===== config.mk =====
export PLATFORM = sky130hd
export DESIGN_NAME = ps2_key_event_decoder
export DESIGN_NICKNAME = d
export VERILOG_FILES = /design/src/rtl/ps2_key_event_decoder.sv
export SDC_FILE = /design/constraint.sdc
export NUM_CORES = 1
export LEC_CHECK = 0
export CORE_UTILIZATION = 58
export CTS_CLUSTER_DIAMETER = 50
export CTS_CLUSTER_SIZE = 24
export DETAILED_ROUTE_END_ITERATION = 7
export GPL_ROUTABILITY_DRIVEN = 0
export PLACE_DENSITY = 0.83
export REMOVE_ABC_BUFFERS = 1
export SLEW_MARGIN = 15
export SYNTH_ARGS = -nofsm -noshare
export SYNTH_HDL_FRONTEND = slang
export SYNTH_SLANG_ARGS = --single-unit

===== constraint.sdc =====
create_clock -name CLK -period 6.7 [get_ports CLK]
set_input_delay 2.01 -clock CLK [delete_from_list [all_inputs] [get_ports CLK]]
set_output_delay 2.01 -clock CLK [all_outputs]
set_load 0.02 [all_outputs]

===== src/rtl/ps2_key_event_decoder.sv =====
// ---------------------------------------------------------------------------
// ps2_key_event_decoder
//
// Turns a stream of PS/2 set-2 scan-code bytes into key events. The E0
// (extended) and F0 (break) prefixes are tracked by a four-state FSM. A
// completing byte produces an event {code, extended, break}, which is
// written into a small event FIFO on the same clock edge.
//
// Optional feature: define PS2_TYPEMATIC_FILTER_EN to suppress auto-repeat.
// With it defined, a held-key register {valid, ext, code} is kept. A make
// event that matches the held key is dropped. A make event for a different
// key is loaded into the register. A break event for the held key clears the
// register. Without the macro, every event is pushed and the register does
// not exist.
//
// Parameters
//   FIFO_DEPTH    event FIFO entries; must be a power of two from 2 to 16
//
// Ports
//   CLK           system clock; all state updates on its rising edge
//   RST           asynchronous active-high reset
//   SCAN_CODE     scan-code byte, sampled only while SCAN_VALID=1
//   SCAN_VALID    one-cycle strobe qualifying SCAN_CODE
//   EVT_READY     consumer accepts the head event
//   EVT_VALID     FIFO non-empty
//   EVT_CODE      key code of the head event (0 while empty)
//   EVT_EXTENDED  head event carried the E0 prefix
//   EVT_BREAK     head event is a release (F0 prefix)
//   FIFO_FULL     FIFO holds FIFO_DEPTH entries
//   OVERFLOW      sticky; an event was dropped because the FIFO was full
//   CODE_ERR      one-cycle pulse after a 0x00 or 0xFF byte
//   dbg_state     current prefix-FSM state, for observation only
//
// Handshake: the head event transfers at a rising edge where EVT_VALID=1 and
// EVT_READY=1. While EVT_VALID=1 and EVT_READY=0, EVT_CODE, EVT_EXTENDED and
// EVT_BREAK hold stable. EVT_VALID never drops without a transfer, except on
// reset.
// ---------------------------------------------------------------------------
module ps2_key_event_decoder #(
  parameter int FIFO_DEPTH = 4
) (
  input  logic       CLK,
  input  logic       RST,
  input  logic [7:0] SCAN_CODE,
  input  logic       SCAN_VALID,
  input  logic       EVT_READY,
  output logic       EVT_VALID,
  output logic [7:0] EVT_CODE,
  output logic       EVT_EXTENDED,
  output logic       EVT_BREAK,
  output logic       FIFO_FULL,
  output logic       OVERFLOW,
  output logic       CODE_ERR,
  output logic [1:0] dbg_state
);

  localparam int AW = (FIFO_DEPTH > 1) ? $clog2(FIFO_DEPTH) : 1;
  localparam logic [AW:0] PTR_ONE = {{AW{1'b0}}, 1'b1};

  generate
    if (FIFO_DEPTH < 2 || FIFO_DEPTH > 16 ||
        (FIFO_DEPTH & (FIFO_DEPTH - 1)) != 0) begin : g_bad_depth
      $error("FIFO_DEPTH must be a power of two from 2 to 16");
    end
  endgenerate

  typedef enum logic [1:0] {
    IDLE     = 2'd0,
    GOT_E0   = 2'd1,
    GOT_F0   = 2'd2,
    GOT_E0F0 = 2'd3
  } state_t;

  state_t state_q, state_d;

  logic push_req;   // a completing byte arrived this cycle
  logic push_en;    // the event survives the optional filter
  logic evt_ext;
  logic evt_brk;
  logic code_bad;

  // Prefix FSM: next state and event classification
  always_comb begin
    state_d  = state_q;
    push_req = 1'b0;
    code_bad = 1'b0;
    evt_ext  = (state_q == GOT_E0) || (state_q == GOT_E0F0);
    evt_brk  = (state_q == GOT_F0) || (state_q == GOT_E0F0);
    if (SCAN_VALID) begin
      if (SCAN_CODE == 8'hE0) begin
        // From any state. A pending break is discarded when E0 follows F0.
        state_d = GOT_E0;
      end else if (SCAN_CODE == 8'hF0) begin
        case (state_q)
          IDLE:    state_d = GOT_F0;
          GOT_E0:  state_d = GOT_E0F0;
          default: state_d = state_q;
        endcase
      end else if (SCAN_CODE == 8'h00 || SCAN_CODE == 8'hFF) begin
        code_bad = 1'b1;
        state_d  = IDLE;
      end else begin
        push_req = 1'b1;
        state_d  = IDLE;
      end
    end
  end

  always_ff @(posedge CLK or posedge RST) begin
    if (RST) begin
      state_q <= IDLE;
    end else begin
      state_q <= state_d;
    end
  end

  assign dbg_state = state_q;

`ifdef PS2_TYPEMATIC_FILTER_EN
  logic       held_valid_q;
  logic       held_ext_q;
  logic [7:0] held_code_q;
  logic       held_match;

  assign held_match = held_valid_q && (held_ext_q == evt_ext) &&
                      (held_code_q == SCAN_CODE);
  // A repeated make of the held key is auto-repeat; every break is kept
  assign push_en = push_req && !(!evt_brk && held_match);

  always_ff @(posedge CLK or posedge RST) begin
    if (RST) begin
      held_valid_q <= 1'b0;
      held_ext_q   <= 1'b0;
      held_code_q  <= 8'h00;
    end else if (push_req) begin
      if (!evt_brk && !held_match) begin
        held_valid_q <= 1'b1;
        held_ext_q   <= evt_ext;
        held_code_q  <= SCAN_CODE;
      end else if (evt_brk && held_match) begin
        held_valid_q <= 1'b0;
      end
    end
  end
`else
  assign push_en = push_req;
`endif

  // Event FIFO. The pointers carry one extra wrap bit so full and empty are
  // distinguishable without a counter.
  logic [9:0]  mem [FIFO_DEPTH];
  logic [AW:0] wr_ptr_q, rd_ptr_q;
  logic [9:0]  head;
  logic        do_pop;
  logic        do_push;
  logic        overflow_q;
  logic        code_err_q;

  assign EVT_VALID = (wr_ptr_q != rd_ptr_q);
  assign FIFO_FULL = (wr_ptr_q[AW] != rd_ptr_q[AW]) &&
                     (wr_ptr_q[AW-1:0] == rd_ptr_q[AW-1:0]);
  assign do_pop    = EVT_VALID && EVT_READY;
  // When the FIFO is full, a simultaneous pop frees the slot being written.
  // The head is read before the edge, so the overwrite is safe.
  assign do_push   = push_en && (!FIFO_FULL || do_pop);

  always_ff @(posedge CLK) begin
    if (do_push) begin
      mem[wr_ptr_q[AW-1:0]] <= {SCAN_CODE, evt_ext, evt_brk};
    end
  end

  always_ff @(posedge CLK or posedge RST) begin
    if (RST) begin
      wr_ptr_q   <= '0;
      rd_ptr_q   <= '0;
      overflow_q <= 1'b0;
      code_err_q <= 1'b0;
    end else begin
      if (do_push) begin
        wr_ptr_q <= wr_ptr_q + PTR_ONE;
      end
      if (do_pop) begin
        rd_ptr_q <= rd_ptr_q + PTR_ONE;
      end
      if (push_en && FIFO_FULL && !do_pop) begin
        overflow_q <= 1'b1;
      end
      code_err_q <= code_bad;
    end
  end

  // Head fields are forced to zero while empty so reset state is defined
  // without resetting the storage array.
  assign head         = mem[rd_ptr_q[AW-1:0]];
  assign EVT_CODE     = EVT_VALID ? head[9:2] : 8'h00;
  assign EVT_EXTENDED = EVT_VALID ? head[1]   : 1'b0;
  assign EVT_BREAK    = EVT_VALID ? head[0]   : 1'b0;
  assign OVERFLOW     = overflow_q;
  assign CODE_ERR     = code_err_q;

endmodule


==> impl.org <==
** Cells and area
- Top library cells by usage in the layout, fill and taps aside :: sky130_fd_sc_hd__edfxtp_1 (40), sky130_fd_sc_hd__clkdlybuf4s50_1 (27), sky130_fd_sc_hd__and2_1 (14)
- Fillcell total :: 217
- The multi-input combinational cells in the finished layout cover a total of 617 um^2.
- Count of nets after finishing :: 167
- Area occupied by registers :: about 1500 um^2
- The library cell used most frequently in the layout, excluding fill and tap cells, is sky130_fd_sc_hd__edfxtp_1.
- Cells with a size suffix above 1 make up 16.6% of the layout.
- Layout overhead on the synthesized area :: 18.7%
- Leaving out filler cells and counting taps, the final layout contains a little under 200.
- Measured on the finished design, the core utilization comes to 73.2%.
- Final antenna diode count :: 0

** Detailed routing
- WL per Instance :: approximately 19 um
- Total wire length after detailed routing :: about 3800 um
- Via total after detailed routing :: between 1k and 1.5k
- Via density :: 5.77
- Number of detailed-route iterations in the first pass :: 4
- DRC violation count after routing :: 0
- For this block, the initial DRC count from the detailed router was 46.
- Number of nets with antenna violations after detailed routing :: 0

** Logic synthesis
- Fraction of the mapped netlist area in simple logic gates :: slightly above 8%
- The top cell type by area accounts for 57.0% of the synthesized area.
- Fraction of synthesis flops using an asynchronous set or reset pin :: about a fifth
- Synthesized-area fraction occupied by ao, oa, aoi and oai cells :: 2.85%
- The synthesized netlist devotes 2.97% of its cell area to adder and majority cells.
- Counting flops with a built-in enable in the synthesized netlist gives 40.
- Averaged over all synthesized cells, the footprint is roughly 18 um^2.
- For this run, the number of Yosys warnings is 0.
- Synthesis inferred 50 register bits.
- After synthesis, the largest family of logic cells by area is multiplexers.
- Summing the areas of all xor and xnor instances in the mapped netlist gives between 2 and 3% of the synthesized area.
- By area the synthesized netlist is led by sky130_fd_sc_hd__edfxtp_1 (57%), sky130_fd_sc_hd__dfrtp_1 (12%), sky130_fd_sc_hd__mux4_2 (11%).
- Unique masters post-synth :: 29
- Leading register cell type out of synthesis :: sky130_fd_sc_hd__edfxtp_1
- Mux contribution to synthesized area :: 12.5%
- After synthesis the cells add up to 2110 um^2.
- Summing the sequential cell areas from Yosys gives between 60% and 70% of the chip area.
- Post-synthesis cell type with the largest combined area :: sky130_fd_sc_hd__edfxtp_1
- Synthesis produced 120 cells.

** Pwr
- Power spread over the standard cell area amounts to 488 nW/um^2.
- Share of power burned in registers :: a little over two fifths
- Clock share of power :: approximately 14%
- Switching power share of the total :: 34.7%
- The worst-case IR drop observed on VDD is around 0.00031 V.
- In this run the static leakage power is around 0.89 nW.
- Net switching component of the power :: 0.000424 W
- Internal Power :: 0.000797 W
- Combinational logic burns 44.2% of the power.

** Global route
- Via count of the first global-routing pass :: roughly 1.2k
- For this run, the total global-route usage over all layers was measured as 22.5%.
- The first global-routing pass estimated between 6000 and 7000 um of wire.
- Pin count of the biggest net entering global routing :: 16
- The total overflow left after global routing is 0.
- Antenna violations before repair :: 0

** Floorplan
- IO Pins :: 28
- DIE AREA :: slightly below 4000 um^2
- The region available for standard cell placement spans around 3400 um^2.
- Effective utilization at floorplan :: 61.7%
- In this run the horizontal extent of the chip is approximately 62 um.
- Rows :: 21
- The floorplan step set the die height to slightly above 60 um.

** Worst setup path
- At the worst endpoint, the required time is 4.69 ns.
- Worst r2r src :: rd_ptr_q[0]
- Data on the critical path arrives at its endpoint at 2.75 ns.
- R2R depth :: 4
- Of all nets on the critical path, the largest fanout is 13.
- The worst setup path is of the flip-flop to output pin kind.
- STA classifies the critical path startpoint as a flip-flop.
- Setup slack of the worst register-to-register path :: ~4.0 ns
- Crit end category :: output pin
- Worst reg2reg path endpoint :: mem[3][1]

** Placed design
- In this run the tool buffered the top-level ports with 27 buffer cells.
- The number of placed instances, taps included, is 189.
- The HPWL after detailed placement is between 2000 and 3000 um.
- Timing analysis after detailed placement gives a worst setup slack of 2.27 ns.

** Clock network
- TritonCTS built the clock tree.
- Clock buffers created by TritonCTS :: 5
- Htree depth :: 2
- Clock-pin transition on the worst setup and hold timing paths :: 0.13 ns
- Maximum buffer depth of the clock tree :: 2
- The number of hold buffers added after CTS was 0.
- Number of post-CTS setup repair buffers :: 0
- Root cell of the clock tree :: sky130_fd_sc_hd__clkbuf_4
- Clock insertion delay at the later pin of the skew report :: 0.38 ns
- Post-cts sizing count :: 0
- Number of clock sinks :: 50

** Timing
- Hold Slack :: between 0.5 and 0.6 ns
- Worst-case clock skew :: slightly below 0.007 ns
- Counting I/O delays and the setup requirement, the final critical path takes 4.76 ns.
- Endpoints failing setup :: 0
- Setup repair after global routing left no endpoint under its margin.
- Setup_tns :: 0 ns
- Worst-Margin Slew :: 0.952 ns
- Max Slew Vio Count :: 0
- Timing would allow up to 210 MHz.
- Final count of hold timing violations :: 0
- Worst-case setup margin in the final layout :: ~1.9 ns
- Final cycle utilization of the critical path :: 71.1%
- Max-slew headroom :: 36.2%

** Worst hold path
- In this run the most critical hold path is launched from OVERFLOW.
- Worst hold path stage count :: 1
- Type of the most critical hold path :: flip-flop to flip-flop
- Min-Delay Endpoint :: OVERFLOW

** Outcome
- Result of the run :: complete, no violations

** Run
- Max-cap viol count :: 0
## sequential cells by signal, indices dropped and copies added (netlist names)
name       cells
wr_ptr_q       3
rd_ptr_q       3
OVERFLOW       1
dbg_state      2
mem           40
CODE_ERR       1
## layer usage
layer  up-vias  routed length (um)  global-route usage [%]
li1        513                   -                       -
met1       584                1560                    25.4
met4         0                  82                    13.1
met2        32                1990                    39.4
met5         -                   0                       0
met3         7                 141                    4.60
## power by group through the flow
stage / Clock [W] / Sequential, W / Combinational [W]
6_report: 0.000173 / 0.000508 / 0.000540
5_1_grt: 0.000186 / 0.000520 / 0.000581
4_1_cts: 0.000174 / 0.000510 / 0.000546
3_5_place_dp: 0 / 0.000517 / 0.000544
3_3_place_gp: 0 / 0.000511 / 0.000525
2_1_floorplan: 0 / 0.000496 / 0.000334
## Yosys cell counts (2+ instances only)
cell and instances:
sky130_fd_sc_hd__edfxtp_1 40, sky130_fd_sc_hd__mux2_2 2, sky130_fd_sc_hd__nand4_1 2, sky130_fd_sc_hd__inv_1 5, sky130_fd_sc_hd__mux4_2 10, sky130_fd_sc_hd__dfrtp_1 10
sky130_fd_sc_hd__ha_1 5, sky130_fd_sc_hd__nand2_1 2, sky130_fd_sc_hd__xnor2_1 5, sky130_fd_sc_hd__a21oi_1 2, sky130_fd_sc_hd__xor2_1 2, sky130_fd_sc_hd__clkbuf_1 4
sky130_fd_sc_hd__nand3_1 2, sky130_fd_sc_hd__and2_1 14
## area by class of cell
class / count / area share (%)
Clock buffer: 6 / 1.65
Clock inverter: 2 / 1.50
Inverter: 5 / 0.750
Multi-Input combinational cell: 60 / 24.7
Sequential cell: 50 / 58.0
Tap cell: 46 / 2.30
Timing Repair Buffer: 28 / 11.1
## worst max-delay path, cell delays in order (launching register included)
cell and delay [ns]:
sky130_fd_sc_hd__dfrtp_1 0.87, sky130_fd_sc_hd__xnor2_1 0.23, sky130_fd_sc_hd__nand3b_1 0.41, sky130_fd_sc_hd__and2_1 0.30, sky130_fd_sc_hd__clkdlybuf4s50_1 0.56
## how the worst max path moves through the flow
stage | start | to | cells past startpoint
6_report | rd_ptr_q[0] | EVT_CODE[7] | 4
5_1_grt | rd_ptr_q[0] | EVT_CODE[7] | 4
4_1_cts | rd_ptr_q[0] | EVT_CODE[7] | 4
3_5_place_dp | SCAN_CODE[2] | mem[3][0] | 5
3_3_place_gp | rd_ptr_q[0] | EVT_CODE[2] | 4
2_1_floorplan | SCAN_CODE[0] | mem[3][0] | 3
## cells by family (layout without fill, tap and decap cells)
family                   Yosys count  in the layout
multiplexers                      13             13
AO/OA/AOI/OAI                      8              8
AND/OR/NAND/NOR                   27             27
buffers and inverters             10             41
adder cells (fa/ha/maj)            5              5
XOR/XNOR                           7              7
flip-flops                        50             50
## metrics by stage
stage / power [W] / area (um^2)
floorplan: 0.000829 / 2090
detailed placement: 0.00106 / 2420
global placement: 0.00104 / 2420
CTS: 0.00123 / 2500
finish: 0.00122 / 2500
global route: 0.00129 / 2500
(Power assumes the default switching activity.)
